### src/rtl/microcode_loader_pkg.sv
`default_nettype none
// ============================================================================
//  Module      : microcode_loader_pkg
//  Description : Shared types and constants for the microcode bootstrap
//                loader: loader state encoding, checksum width and byte
//                stream handshake helpers reusable by any byte source.
//  Revision    : 1.0 - initial release
// ============================================================================
package microcode_loader_pkg;

    // Byte stream shared by all bootstrap byte sources (serial, ROM, ...)
    localparam int STREAM_DATA_WIDTH = 8;
    localparam int CHECKSUM_WIDTH    = 8;

    // Top-level loader states
    typedef enum logic [2:0] {
        ST_IDLE      = 3'd0,
        ST_WAIT_BYTE = 3'd1,
        ST_SETUP     = 3'd2,
        ST_STROBE    = 3'd3,
        ST_RECOVER   = 3'd4,
        ST_CHECK     = 3'd5,
        ST_DONE      = 3'd6,
        ST_ERROR     = 3'd7
    } loader_state_e;

    // A byte moves on any cycle where both sides of the handshake agree
    function automatic logic stream_fire(input logic valid, input logic ready);
        return valid & ready;
    endfunction

    // Two's-complement checksum: running sum plus checksum byte wraps to zero
    function automatic logic checksum_ok(input logic [CHECKSUM_WIDTH-1:0] sum,
                                         input logic [CHECKSUM_WIDTH-1:0] chk);
        logic [CHECKSUM_WIDTH-1:0] total;
        total = sum + chk;
        return (total == '0);
    endfunction

endpackage : microcode_loader_pkg
`default_nettype wire

### src/rtl/microcode_loader_write_strober.sv
`default_nettype none
// ============================================================================
//  Module      : microcode_loader_write_strober
//  Description : Generates one SRAM write cycle per start request:
//                SETUP (addr/data stable) -> STROBE (n_we low) -> RECOVER
//                (n_we high, addr/data still held). Owns the address and
//                data hold registers and the active-low write strobe.
//  Ports       : clk_i, rst_i   - clock, asynchronous active-high reset
//                clear_i        - rewind address to 0 (honoured when idle)
//                start_i/data_i - begin a write of data_i at the current addr
//                addr_o/data_o  - SRAM address and write data (registered)
//                n_we_o         - SRAM write strobe, active-low (registered)
//                done_o         - high during RECOVER, the last write cycle
//                last_o         - current address is the final byte address
//  Revision    : 1.0 - initial release
// ============================================================================
module microcode_loader_write_strober
    import microcode_loader_pkg::*;
#(
    parameter int ADDR_WIDTH = 12,
    parameter int LENGTH     = 4096
) (
    input  logic                         clk_i,
    input  logic                         rst_i,
    input  logic                         clear_i,
    input  logic                         start_i,
    input  logic [STREAM_DATA_WIDTH-1:0] data_i,
    output logic [ADDR_WIDTH-1:0]        addr_o,
    output logic [STREAM_DATA_WIDTH-1:0] data_o,
    output logic                         n_we_o,
    output logic                         done_o,
    output logic                         last_o
);

    localparam logic [ADDR_WIDTH-1:0] LAST_ADDR = ADDR_WIDTH'(LENGTH - 1);

    localparam logic [1:0] PH_IDLE    = 2'd0;
    localparam logic [1:0] PH_SETUP   = 2'd1;
    localparam logic [1:0] PH_STROBE  = 2'd2;
    localparam logic [1:0] PH_RECOVER = 2'd3;

    logic [1:0]                   phase_q;
    logic [ADDR_WIDTH-1:0]        addr_q;
    logic [STREAM_DATA_WIDTH-1:0] data_q;
    logic                         n_we_q;

    // The strobe register is on the asynchronous reset, so a reset landing
    // mid-STROBE releases the SRAM write immediately.
    always_ff @(posedge clk_i or posedge rst_i) begin
        if (rst_i) begin
            phase_q <= PH_IDLE;
            addr_q  <= '0;
            data_q  <= '0;
            n_we_q  <= 1'b1;
        end else begin
            case (phase_q)
                PH_IDLE: begin
                    if (clear_i) begin
                        addr_q <= '0;
                    end
                    if (start_i) begin
                        data_q  <= data_i;
                        phase_q <= PH_SETUP;
                    end
                end
                PH_SETUP: begin
                    n_we_q  <= 1'b0;
                    phase_q <= PH_STROBE;
                end
                PH_STROBE: begin
                    n_we_q  <= 1'b1;
                    phase_q <= PH_RECOVER;
                end
                PH_RECOVER: begin
                    // Address saturates at the final byte so it can never wrap
                    if (addr_q != LAST_ADDR) begin
                        addr_q <= addr_q + ADDR_WIDTH'(1);
                    end
                    phase_q <= PH_IDLE;
                end
                default: phase_q <= PH_IDLE;
            endcase
        end
    end

    assign addr_o = addr_q;
    assign data_o = data_q;
    assign n_we_o = n_we_q;
    assign done_o = (phase_q == PH_RECOVER);
    assign last_o = (addr_q == LAST_ADDR);

`ifdef FORMAL
    // Address and data must not move on either edge of the strobe
    a_hold_around_we: assert property (@(posedge clk_i) disable iff (rst_i)
        (n_we_q != $past(n_we_q)) |-> ($stable(addr_q) && $stable(data_q)));
    a_addr_in_range: assert property (@(posedge clk_i) disable iff (rst_i)
        addr_q <= LAST_ADDR);
`endif

endmodule : microcode_loader_write_strober
`default_nettype wire

### src/rtl/microcode_loader.sv
`default_nettype none
// ============================================================================
//  Module      : microcode_loader
//  Description : Loads microcode bytes from a valid/ready stream into the
//                microcode SRAM bootstrap port, verifies the trailing
//                two's-complement checksum, then releases the SRAM
//                (N_BOOTED low) and the core reset.
//  Ports       : CLK, RST           - clock, asynchronous active-high reset
//                START              - begin a load from IDLE or ERROR
//                IN_DATA/IN_VALID   - stream byte and its valid
//                IN_READY           - loader accepts a byte this cycle
//                BOOTSTRAP_ADDR/DATA- SRAM byte address and write data
//                BOOTSTRAP_N_WE     - SRAM write strobe, active-low
//                N_BOOTED           - high until a verified load completes
//                CORE_RST           - holds the core in reset until booted
//                LOAD_ERR           - checksum mismatch detected
//  Revision    : 1.0 - initial release
// ============================================================================
module microcode_loader
    import microcode_loader_pkg::*;
#(
    parameter int ADDR_WIDTH = 12,
    parameter int LENGTH     = 4096
) (
    input  logic                         CLK,
    input  logic                         RST,
    input  logic                         START,
    input  logic [STREAM_DATA_WIDTH-1:0] IN_DATA,
    input  logic                         IN_VALID,
    output logic                         IN_READY,
    output logic [ADDR_WIDTH-1:0]        BOOTSTRAP_ADDR,
    output logic [STREAM_DATA_WIDTH-1:0] BOOTSTRAP_DATA,
    output logic                         BOOTSTRAP_N_WE,
    output logic                         N_BOOTED,
    output logic                         CORE_RST,
    output logic                         LOAD_ERR
);

    loader_state_e               state_q;
    logic                        in_ready_q;
    logic                        n_booted_q;
    logic                        core_rst_q;
    logic                        load_err_q;
    logic [CHECKSUM_WIDTH-1:0]   sum_q;

    logic w_fire;
    logic w_launch;
    logic w_rewind;
    logic w_wr_done;
    logic w_wr_last;

    // in_ready_q is only ever high in WAIT_BYTE or CHECK, so a fire outside
    // those states cannot happen.
    assign w_fire   = stream_fire(IN_VALID, in_ready_q);
    assign w_launch = w_fire && (state_q == ST_WAIT_BYTE);
    assign w_rewind = START && ((state_q == ST_IDLE) || (state_q == ST_ERROR));

    microcode_loader_write_strober #(
        .ADDR_WIDTH (ADDR_WIDTH),
        .LENGTH     (LENGTH)
    ) u_write_strober (
        .clk_i   (CLK),
        .rst_i   (RST),
        .clear_i (w_rewind),
        .start_i (w_launch),
        .data_i  (IN_DATA),
        .addr_o  (BOOTSTRAP_ADDR),
        .data_o  (BOOTSTRAP_DATA),
        .n_we_o  (BOOTSTRAP_N_WE),
        .done_o  (w_wr_done),
        .last_o  (w_wr_last)
    );

    // SETUP/STROBE/RECOVER advance in lockstep with the strober so the
    // loader state always names the current write phase.
    always_ff @(posedge CLK or posedge RST) begin
        if (RST) begin
            state_q    <= ST_IDLE;
            in_ready_q <= 1'b0;
            n_booted_q <= 1'b1;
            core_rst_q <= 1'b1;
            load_err_q <= 1'b0;
            sum_q      <= '0;
        end else begin
            case (state_q)
                ST_IDLE, ST_ERROR: begin
                    if (START) begin
                        state_q    <= ST_WAIT_BYTE;
                        in_ready_q <= 1'b1;
                        sum_q      <= '0;
                        load_err_q <= 1'b0;
                    end
                end
                ST_WAIT_BYTE: begin
                    if (w_fire) begin
                        sum_q      <= sum_q + IN_DATA;
                        in_ready_q <= 1'b0;
                        state_q    <= ST_SETUP;
                    end
                end
                ST_SETUP:  state_q <= ST_STROBE;
                ST_STROBE: state_q <= ST_RECOVER;
                ST_RECOVER: begin
                    if (w_wr_done) begin
                        state_q    <= w_wr_last ? ST_CHECK : ST_WAIT_BYTE;
                        in_ready_q <= 1'b1;
                    end
                end
                ST_CHECK: begin
                    // The checksum byte is consumed here and never written
                    if (w_fire) begin
                        in_ready_q <= 1'b0;
                        if (checksum_ok(sum_q, IN_DATA)) begin
                            state_q    <= ST_DONE;
                            n_booted_q <= 1'b0;
                            core_rst_q <= 1'b0;
                        end else begin
                            state_q    <= ST_ERROR;
                            load_err_q <= 1'b1;
                        end
                    end
                end
                ST_DONE: begin
                    // Terminal until reset
                end
                default: state_q <= ST_IDLE;
            endcase
        end
    end

    assign IN_READY = in_ready_q;
    assign N_BOOTED = n_booted_q;
    assign CORE_RST = core_rst_q;
    assign LOAD_ERR = load_err_q;

`ifdef FORMAL
    a_we_only_in_strobe: assert property (@(posedge CLK) disable iff (RST)
        !BOOTSTRAP_N_WE |-> (state_q == ST_STROBE));
    a_no_we_when_booted: assert property (@(posedge CLK) disable iff (RST)
        !N_BOOTED |-> BOOTSTRAP_N_WE);
    a_addr_hold_on_we: assert property (@(posedge CLK) disable iff (RST)
        (BOOTSTRAP_N_WE != $past(BOOTSTRAP_N_WE)) |->
            ($stable(BOOTSTRAP_ADDR) && $stable(BOOTSTRAP_DATA)));
`endif

endmodule : microcode_loader
`default_nettype wire

### config.mk
export PLATFORM = sky130hd
export DESIGN_NAME = microcode_loader
export DESIGN_NICKNAME = d
export VERILOG_FILES = /design/src/rtl/microcode_loader_pkg.sv /design/src/rtl/microcode_loader_write_strober.sv /design/src/rtl/microcode_loader.sv
export SDC_FILE = /design/constraint.sdc
export NUM_CORES = 1
export LEC_CHECK = 0
export ABC_AREA = 1
export CORE_ASPECT_RATIO = 0.8
export CORE_MARGIN = 5
export CORE_UTILIZATION = 40
export CTS_CLUSTER_SIZE = 24
export DETAILED_ROUTE_END_ITERATION = 12
export PLACE_DENSITY = 0.66
export SLEW_MARGIN = 0
export SYNTH_ARGS = -nofsm -noshare
export SYNTH_HDL_FRONTEND = slang
export SYNTH_HIERARCHICAL = 1
export SYNTH_SLANG_ARGS = --single-unit
### constraint.sdc
create_clock -name CLK -period 4.25 [get_ports CLK]
set_input_delay 1.275 -clock CLK [delete_from_list [all_inputs] [get_ports CLK]]
set_output_delay 1.275 -clock CLK [all_outputs]
set_load 0.02 [all_outputs]
==> impl_metrics.toml, run 1 <==
[outcome]
status = "finished clean"

[critical_path]
rr_worst_depth = 15
arrival_ns = 3.27
worstPathMaxFanout = 3
critPathMaxStageDelay_ns = 0.48
crit_slowest_cell = "clkdlybuf4s50_1"
cp-end-kind = "flip-flop"
path_common_cell = "nand2_2"
worst-path-buf-inv = 3
cp.required_ns = 4.43
path_delay_family = "simple AND/OR/NAND/NOR gates"
crit_chain = "clkdlybuf4s50_1 -> ha_1 -> inv_1 -> fa_1 -> inv_1 -> nand2_1 -> nand2_2 -> nand3_2 -> nand3_1 -> nand2_2 -> nor2_2 -> nand2_2 -> nand2_2 -> nand2_2 -> nand3_1 -> nand2_1"
cp.depth = 16
criticalPathCategory = "in -> reg"
start_kind = "input port"

[timing]
finalMaxSlewViolations = 0
hold_violations = 0
relSlewSlack_pct = 35.6
rsz0062_at_grt = "false"
max_freq_mhz = 324
period_needed_ns = 3.09
setup_viol = 0
finClkSkew_ns = 0.0106
tightest_slew_ns = 0.965
fin_crit_sh_pct = 72.7
finalSetupTns_ns = 0

[power_and_ir_drop]
p_comb_share_pct = 11.6
ir_drop_v = 0.000111
intPower_mw = 0.583
p_per_area_nw_per_um2 = 263
clkPwrFrac_pct = 41.7
pwr-share-seq_pct = 46.8
sw_frac_of_total_pct = 23.8
leakage_nw = 1.42
p_sw_mw = 0.182

[die]
fp.coreArea_um2 = 5820
die_height_um = 78.7
start_util_pct = 40.6
dieWidth_um = 95.9
io_pins = 37
placementRows = 25
die_area_um2 = 7550

[place]
finalWeightedCongestion = 0.817
placed_area_um2 = 2790
hpwlAfterDp_um = 3860
port_buffers = 36

[grt]
track_usage_pct = 14.6
antenna_found_initial = 0
grt_max_degree = 24
grt_pass1_wl_um = 8690
overflow = 0
first_global_vias = 1896

[logic_synthesis]
avgSynthCellArea_um2 = 7.64
post_synth_num_cell_types = 33
yosysTopAreaCell = "dfrtp_1"
postSynthCellCount = 309
dominantRegCellSynth = "dfrtp_1"
ys_warn_count = 6
synth_top_area_share_pct = 37.1
synth-seq-cells = 37
synth_edf_count = 0
ys_async_sr_fraction_pct = 100
yosysSeqAreaShare_pct = 39.3
yosys-top-cells-area = "dfrtp_1 37%, nand2_1 12%, inv_1 7.3%"
synth_area_um2 = 2360
syn_nets = 334

[cts]
cts_resized = 0
worstSkewPairLatency_ns = 0.29
cts.reportedPaths.clkPinSlew_ns = 0.07
cts_buffers = 5
h-tree-depth = 2
cts_tree = "done"
clockBufferDepth = 2
cts.sinks = 37
hold_buffers = 0
post-cts-setup-buffers = 0
cts_root_buffer = "clkbuf_8"

[finish]
n_antenna_cell = 0
final_nets = 373
finalInstanceArea_um2 = 2910
area_growth_pct = 23.2
finish.utilization_pct = 50.0
layout-drive-gt1-share_pct = 14.6

[detailed_routing]
dr.pass1.iters = 4
wire_per_inst_um = 11.9
drt_iter0_markers = 95
ant_nets = 0
post-route-drc-count = 0
vias = 1991
vias_per_cell = 4.63
wl_um = 5120

[hold_path]
hold_path_depth = 2
min_path_type = "reg -> reg"

[job]
max_cap_violations = 0
layout by cell type, fill, tap and decap left out, types with 9 or more instances in the layout:
| master | instances |
|---|---|
| nand2_1 | 77 |
| inv_1 | 46 |
| clkdlybuf4s50_1 | 36 |
| dfrtp_1 | 35 |
| nor2_1 | 22 |
| nand3_1 | 20 |
| nand2_2 | 14 |
| o21ai_0 | 12 |
| ha_1 | 12 |
| o21ai_1 | 10 |
| a21oi_1 | 10 |
| mux2_2 | 9 |
registers in the layout, indices dropped and copies added, names as in the netlist:
| register | cells |
|---|---|
| u_write_strober/addr_o | 12 |
| sum_q | 8 |
| u_write_strober/data_o | 8 |
| state_q | 3 |
| u_write_strober/phase_q | 2 |
| CORE_RST | 1 |
| IN_READY | 1 |
| LOAD_ERR | 1 |
| u_write_strober/n_we_o | 1 |
kinds of logic after synthesis:
kind of cell    count (synthesis)  share of synthesized area (%)
buf+inv                        56                           9.59
xor+xnor                        2                          0.742
fa+ha+maj                      13                           7.21
mux                            10                           4.77
compound gates                 43                           10.2
flops                          37                           39.3
simple gates                  148                           28.2
Yosys cell counts, types with 4 or more instances:
library cell,instances
nand2_1,77
inv_1,46
dfrtp_1,35
nor2_1,22
nand3_1,20
nand2_2,14
ha_1,12
o21ai_0,12
a21oi_1,10
o21ai_1,10
mux2_2,9
nor2_2,7
inv_2,5
o22ai_1,4
area by class of cell:
cell class / instances / area (um2)
Clock buffer: 7 / 86.3
Clock inverter: 1 / 30.0
Fill cell: 571 / 2910
Inverter: 52 / 195
Multi-Input combinational cell: 216 / 1210
Sequential cell: 37 / 928
Tap cell: 81 / 101
Timing Repair Buffer: 36 / 360
path summary, 6_finish.rpt:
path,startpoint,to,slack [ns]
worst max-delay path,IN_DATA[0],LOAD_ERR,1.16
worst min-delay path,CORE_RST,CORE_RST,0.49
worst max register to register,sum_q[0],LOAD_ERR,2.30
worst min register to register,CORE_RST,CORE_RST,0.49
max in group asynchronous,RST,u_write_strober/addr_o[9],2.11
min in group asynchronous,RST,state_q[0],1.40
power groups by stage:
| stage | Sequential [mW] | Combinational [mW] | Clock [mW] |
|---|---|---|---|
| after global placement | 0.365 | 0.0872 | 0 |
| after detailed placement | 0.365 | 0.0889 | 0 |
| after CTS | 0.358 | 0.0892 | 0.329 |
| final | 0.358 | 0.0884 | 0.319 |
| after global routing | 0.358 | 0.101 | 0.348 |
| after floorplan | 0.364 | 0.0635 | 0 |
routing by layer:
layer	wire length [um]	global-route usage, %	vias to the layer above	part of all wire (%)
met5	0	0	-	0
met2	2090	21.2	46	41
li1	-	-	1062	-
met1	2670	21.2	881	52
met4	29	3.41	0	0.57
met3	333	4.45	2	6.5
worst min-delay path, stage by stage (launching register included):
cell,delay [ns]
dfstp_2,0.39
o21ai_0,0.07
inv_1,0.04
per-stage QoR:
step / hold WS [ns] / setup WS (ns) / total power [mW] / std cells
CTS: 0.494 / 1.17 / 0.776 / 430
floorplan: 0.502 / 1.51 / 0.428 / 309
finish: 0.491 / 1.16 / 0.765 / 430
global route: 0.510 / 0.969 / 0.807 / 430
global placement: 0.478 / 0.923 / 0.452 / 422
detailed placement: 0.483 / 0.877 / 0.454 / 422
Power figures use the tool's default switching activity.
==> run 2, diff against run 1 <==
clock period = 3.1 ns   (was 4.25 ns; I/O delays follow)
==> run 2 against run 1 <==
  * Combinational power grew 39%
  * Critical path depth stayed put
  * Non-clock buffer count rose by 2
  * Routed wire length grew 0.29%
  * Utilization fell by 0.32 points
  * Die area stayed put
  * Worst hold slack worse by 0.0065 ns
  * First-iteration DRC count up 31%
  * Total power up 23%
  * Global-route usage up 0.063 points
  * Cell area shrank 0.65%
  * Highest routed layer unchanged
==> impl_metrics.toml, run 2 (synthesis results as in run 1) <==
[timing]
finalSetupTns_ns = 0
relSlewSlack_pct = 60.9
finClkSkew_ns = 0.00689
tightest_slew_ns = 0.586
hold_violations = 0
rsz0062_at_grt = "false"
max_freq_mhz = 363
finalMaxSlewViolations = 0
fin_crit_sh_pct = 89.0
period_needed_ns = 2.76
setup_viol = 0

[critical_path]
worstPathMaxFanout = 3
path_common_cell = "nand2_2"
reg2reg_slack_ns = 1.14
cp-end-kind = "flip-flop"
worstReg2RegEnd = "LOAD_ERR"
rr_worst_depth = 15
crit_slowest_cell = "clkdlybuf4s50_1"
worstReg2RegStart = "sum_q[0]"
path_delay_family = "simple AND/OR/NAND/NOR gates"
cp.required_ns = 3.28
critPathMaxStageDelay_ns = 0.49
worst-path-buf-inv = 3
criticalPathCategory = "in -> reg"
start_kind = "input port"
crit_chain = "clkdlybuf4s50_1 -> ha_1 -> inv_1 -> fa_1 -> inv_1 -> nand2_1 -> nand2_2 -> nand3_2 -> nand3_1 -> nand2_2 -> nor2_2 -> nand2_2 -> nand2_2 -> nand2_2 -> nand3_1 -> nand2_1"
arrival_ns = 2.94

[power_and_ir_drop]
p_comb_share_pct = 13.1
clkPwrFrac_pct = 34.7
ir_drop_v = 0.000140
pwr-share-seq_pct = 52.3
intPower_mw = 0.693
p_sw_mw = 0.246
p_per_area_nw_per_um2 = 325
sw_frac_of_total_pct = 26.2
leakage_nw = 1.42

[cts]
cts_tree = "done"
clockBufferDepth = 2
cts.reportedPaths.clkPinSlew_ns = 0.07
h-tree-depth = 2
hold_buffers = 0
worstSkewPairLatency_ns = 0.29
cts_resized = 0
cts_buffers = 5
cts_root_buffer = "clkbuf_8"
post-cts-setup-buffers = 0
cts.sinks = 37

[grt]
track_usage_pct = 14.7
grt_pass1_wl_um = 8780
grt_max_degree = 22
first_global_vias = 1864
overflow = 0
antenna_found_initial = 0

[detailed_routing]
vias = 2038
wl_um = 5130
dr.pass1.iters = 4
wire_per_inst_um = 11.9
drt_iter0_markers = 124
ant_nets = 0
post-route-drc-count = 0
vias_per_cell = 4.72

[hold_path]
min_path_type = "reg -> reg"
hold_end = "CORE_RST"
hold_path_depth = 2
hp-start = "CORE_RST"

[die]
io_pins = 37
placementRows = 25
start_util_pct = 40.6
fp.coreArea_um2 = 5820
dieWidth_um = 95.9
die_height_um = 78.7
die_area_um2 = 7550

[finish]
area_growth_pct = 22.4
n_antenna_cell = 0
fin_cells = 432
layout_common_cells = "77 x nand2_1, 46 x inv_1, 36 x clkdlybuf4s50_1"
final_nets = 375
mostFrequentLayoutCell = "nand2_1"
largest_reg_flops = 12
layout-drive-gt1-share_pct = 15.1
final.fill_count = 585

[place]
port_buffers = 36
place_inst = 424
finalWeightedCongestion = 0.817
hpwlAfterDp_um = 3910

[outcome]
status = "finished clean"

[job]
max_cap_violations = 0
## run 2: cell types whose count changed in the layout (fill, tap and decap cells not counted)
cell / change
clkinv_2: +2
buf_4: +2
bufinv_16: -1
clkbuf_8: -1
## run 2: final cells by class
type                       count  area [um2]  share of cell area, %
multi-input combinational    216        1210                   41.7
sequential                    37         928                   32.1
timing repair buffer          38         375                   13.0
inverter                      52         195                   6.76
tap                           81         101                   3.51
clock buffer                   6        72.6                   2.51
clock inverter                 2        10.0                  0.346
## run 2: worst max-delay path by stage
stage,slack (ns),cells past startpoint,startpoint,end
floorplan,0.70,15,IN_DATA[0],LOAD_ERR
global route,0.13,16,IN_DATA[0],LOAD_ERR
finish,0.34,16,IN_DATA[0],LOAD_ERR
CTS,0.36,16,IN_DATA[0],LOAD_ERR
global placement,0.12,16,IN_DATA[0],LOAD_ERR
detailed placement,0.05,16,IN_DATA[0],LOAD_ERR
## run 2: through the flow
stage               util, %  total power, mW  hold slack [ns]  cell area, um2  worst slack [ns]
floorplan                 -            0.586            0.502            2360             0.700
global placement       48.2            0.621            0.478            2810             0.115
detailed placement     48.2            0.624            0.476            2810            0.0455
CTS                    49.7            0.954            0.488            2890             0.357
global route           49.7            0.998            0.521            2890             0.133
finish                 49.7            0.939            0.485            2890             0.342
## run 2: power groups by stage
stage | clock, mW | combinational [mW] | sequential [mW]
3_5_place_dp | 0 | 0.123 | 0.500
5_1_grt | 0.366 | 0.141 | 0.491
2_1_floorplan | 0 | 0.0870 | 0.499
4_1_cts | 0.339 | 0.124 | 0.491
3_3_place_gp | 0 | 0.121 | 0.500
6_report | 0.325 | 0.123 | 0.491
## run 2: per-layer routing
layer	share of wire, %	global-route usage, %
met4	0.90	3.84
met5	0	0
met1	52	22.4
met2	41	20.7
met3	5.4	3.31
## run 2: tightest hold or removal path, stage by stage (launching register included)
cell and delay [ns]:
dfstp_2 0.39, o21ai_0 0.06, inv_1 0.04
==> run 3, diff against run 2 <==
CORE_UTILIZATION = 53   (was 40)
PLACE_DENSITY = 0.83   (was 0.66)
SYNTH_HIERARCHICAL = unset   (was 1)
==> run 3 against run 2 <==
  * Die area down 24%
  * Worst hold slack better by 0.0035 ns
  * Total power decreased by 8.8%
  * First-iteration DRC count is 47% higher
  * Clock power hardly changed
  * Combinational power shrank 61%
==> impl_metrics.toml, run 3 <==
[cts]
cts.sinks = 37
h-tree-depth = 2
cts_root_buffer = "clkbuf_8"
clockBufferDepth = 2
worstSkewPairLatency_ns = 0.29
hold_buffers = 0
cts_tree = "done"
cts_buffers = 5
cts_resized = 0
post-cts-setup-buffers = 0
cts.reportedPaths.clkPinSlew_ns = 0.07

[die]
die_height_um = 68.7
dieWidth_um = 83.4
start_util_pct = 54.7
placementRows = 21
fp.coreArea_um2 = 4180
io_pins = 37
die_area_um2 = 5730

[timing]
relSlewSlack_pct = 68.9
finalSetupTns_ns = 0
fin_crit_sh_pct = 90.0
period_needed_ns = 2.79
max_freq_mhz = 358
setup_viol = 0
hold_violations = 0
worst_slack_ns = 0.309
finClkSkew_ns = 0.00630
tightest_slew_ns = 0.467
rsz0062_at_grt = "false"
finalMaxSlewViolations = 0

[logic_synthesis]
postSynthCellCount = 277
synth-seq-cells = 37
yosysMostFrequentCell = "nand2_1"
synth_area_um2 = 2280
yosysTopAreaCell = "dfrtp_1"
synthTopCellsByCount = "78 x nand2_1, 35 x dfrtp_1, 29 x inv_1"
syn_nets = 301
avgSynthCellArea_um2 = 8.24
dominantRegCellSynth = "dfrtp_1"
synth_edf_count = 0
yosys-top-cells-area = "dfrtp_1 38%, nand2_1 13%, ha_1 6.0%"
post_synth_num_cell_types = 36
synth_top_area_share_pct = 38.4
ys_async_sr_fraction_pct = 100
yosysSeqAreaShare_pct = 40.7
ys_warn_count = 0

[finish]
finalInstanceArea_um2 = 2770
area_growth_pct = 21.3
mostFrequentLayoutCell = "nand2_1"
n_antenna_cell = 0
fin_cells = 374
multiInputGateArea_um2 = 1190
final-seq-area_um2 = 928
largest_reg_flops = 12
final.fill_count = 345
layout-drive-gt1-share_pct = 12.6
layout_common_cells = "78 x nand2_1, 36 x clkdlybuf4s50_1, 35 x dfrtp_1"
final_nets = 340

[power_and_ir_drop]
leakage_nw = 1.31
ir_drop_v = 0.000216
p_per_area_nw_per_um2 = 309
power.total_mw = 0.857

[grt]
antenna_found_initial = 0
grt_max_degree = 38
overflow = 0
track_usage_pct = 18.2
first_global_vias = 1878
grt_pass1_wl_um = 8320

[hold_path]
min_path_type = "reg -> reg"

[critical_path]
critPathMaxStageDelay_ns = 0.49
crit_slowest_cell = "clkdlybuf4s50_1"
worstPathMaxFanout = 3
start_kind = "input port"
cp-end-kind = "flip-flop"
cp.required_ns = 3.28
crit_chain = "clkdlybuf4s50_1 -> ha_1 -> inv_1 -> fa_1 -> inv_1 -> nand2_1 -> nand2_1 -> nand3_1 -> nand2_1 -> nand2_1 -> nand2_1 -> nor2_1 -> nand2_1 -> nand2_1 -> nand2_1 -> nand2_1 -> nand2_1 -> nand2_1"
arrival_ns = 2.97
criticalPathCategory = "in -> reg"
path_common_cell = "nand2_1"

[detailed_routing]
dr.pass1.iters = 4
wl_um = 4850
vias = 1979
ant_nets = 0
post-route-drc-count = 0
drt_iter0_markers = 182
vias_per_cell = 5.29
wire_per_inst_um = 13.0

[place]
place_inst = 366
port_buffers = 36
pre_cts_ws_ns = 0.0205
placed_area_um2 = 2690
hpwlAfterDp_um = 3600
finalWeightedCongestion = 0.842

[outcome]
status = "finished clean"

[job]
max_cap_violations = 0
run 3: changes by cell type in the layout (fill, tap and decap cells not counted), sizes merged, moves of 3 or more:
cell	delta
a21oi	-5
inv	-19
nor2	-13
xor2	+3
o31ai	+8
o22ai	-4
nand3	+3
nand2	-9
xnor2	+6
o21ai	-6
run 3: power breakdown:
part | switching [mW] | internal, mW | total (mW)
clock | 0.171 | 0.156 | 0.326
combinational | 0.0267 | 0.0212 | 0.0479
sequential | 0 | 0.483 | 0.483
run 3: worst max-delay path, delay by kind of cell:
kind | cells | cell delay, ns
simple gates | 13 | 0.85
fa+ha+maj | 2 | 0.58
buf+inv | 3 | 0.62
run 3: routing by layer:
metal | vias up | GRT usage (%) | part of all wire [%]
met5 | - | 0 | 0
met4 | 0 | 7.96 | 2.0
met3 | 11 | 4.63 | 6.1
met2 | 66 | 29.6 | 43
met1 | 915 | 23.5 | 49
li1 | 987 | - | -
run 3: final timing paths:
kind,from,cells after the start,endpoint,slack (ns)
min reg2reg,CORE_RST,2,CORE_RST,0.49
min in group asynchronous,RST,3,sum_q[1],1.05
min,CORE_RST,2,CORE_RST,0.49
max,IN_DATA[0],18,LOAD_ERR,0.31
max reg2reg,sum_q[0],17,LOAD_ERR,1.08
max in group asynchronous,RST,3,CORE_RST,1.69
run 3: cell type report:
class	count	area share (%)
Clock buffer	6	2.62
Clock inverter	2	0.361
Inverter	33	4.52
Multi-Input combinational cell	201	42.9
Sequential cell	37	33.5
Tap cell	57	2.57
Timing Repair Buffer	38	13.6
run 3: cells by family (layout without fill, tap and decap cells):
| logic type | Yosys count | in the layout | synth area share [%] |
|---|---|---|---|
| xor gates and xnor gates | 11 | 11 | 4.22 |
| muxes | 8 | 8 | 3.95 |
| and+or+nand+nor | 133 | 133 | 25.4 |
| AOI/OAI and AO/OA | 37 | 37 | 11.5 |
| buffers and inverters | 39 | 79 | 7.34 |
| DFF | 37 | 37 | 40.7 |
| adders and majority gates | 12 | 12 | 6.90 |
run 3: stage by stage:
| stage | hold WS [ns] | utilization [%] |
|---|---|---|
| floorplan | 0.473 | - |
| global placement | 0.469 | 64.3 |
| detailed placement | 0.481 | 64.3 |
| CTS | 0.495 | 66.3 |
| global route | 0.519 | 66.3 |
| finish | 0.488 | 66.3 |
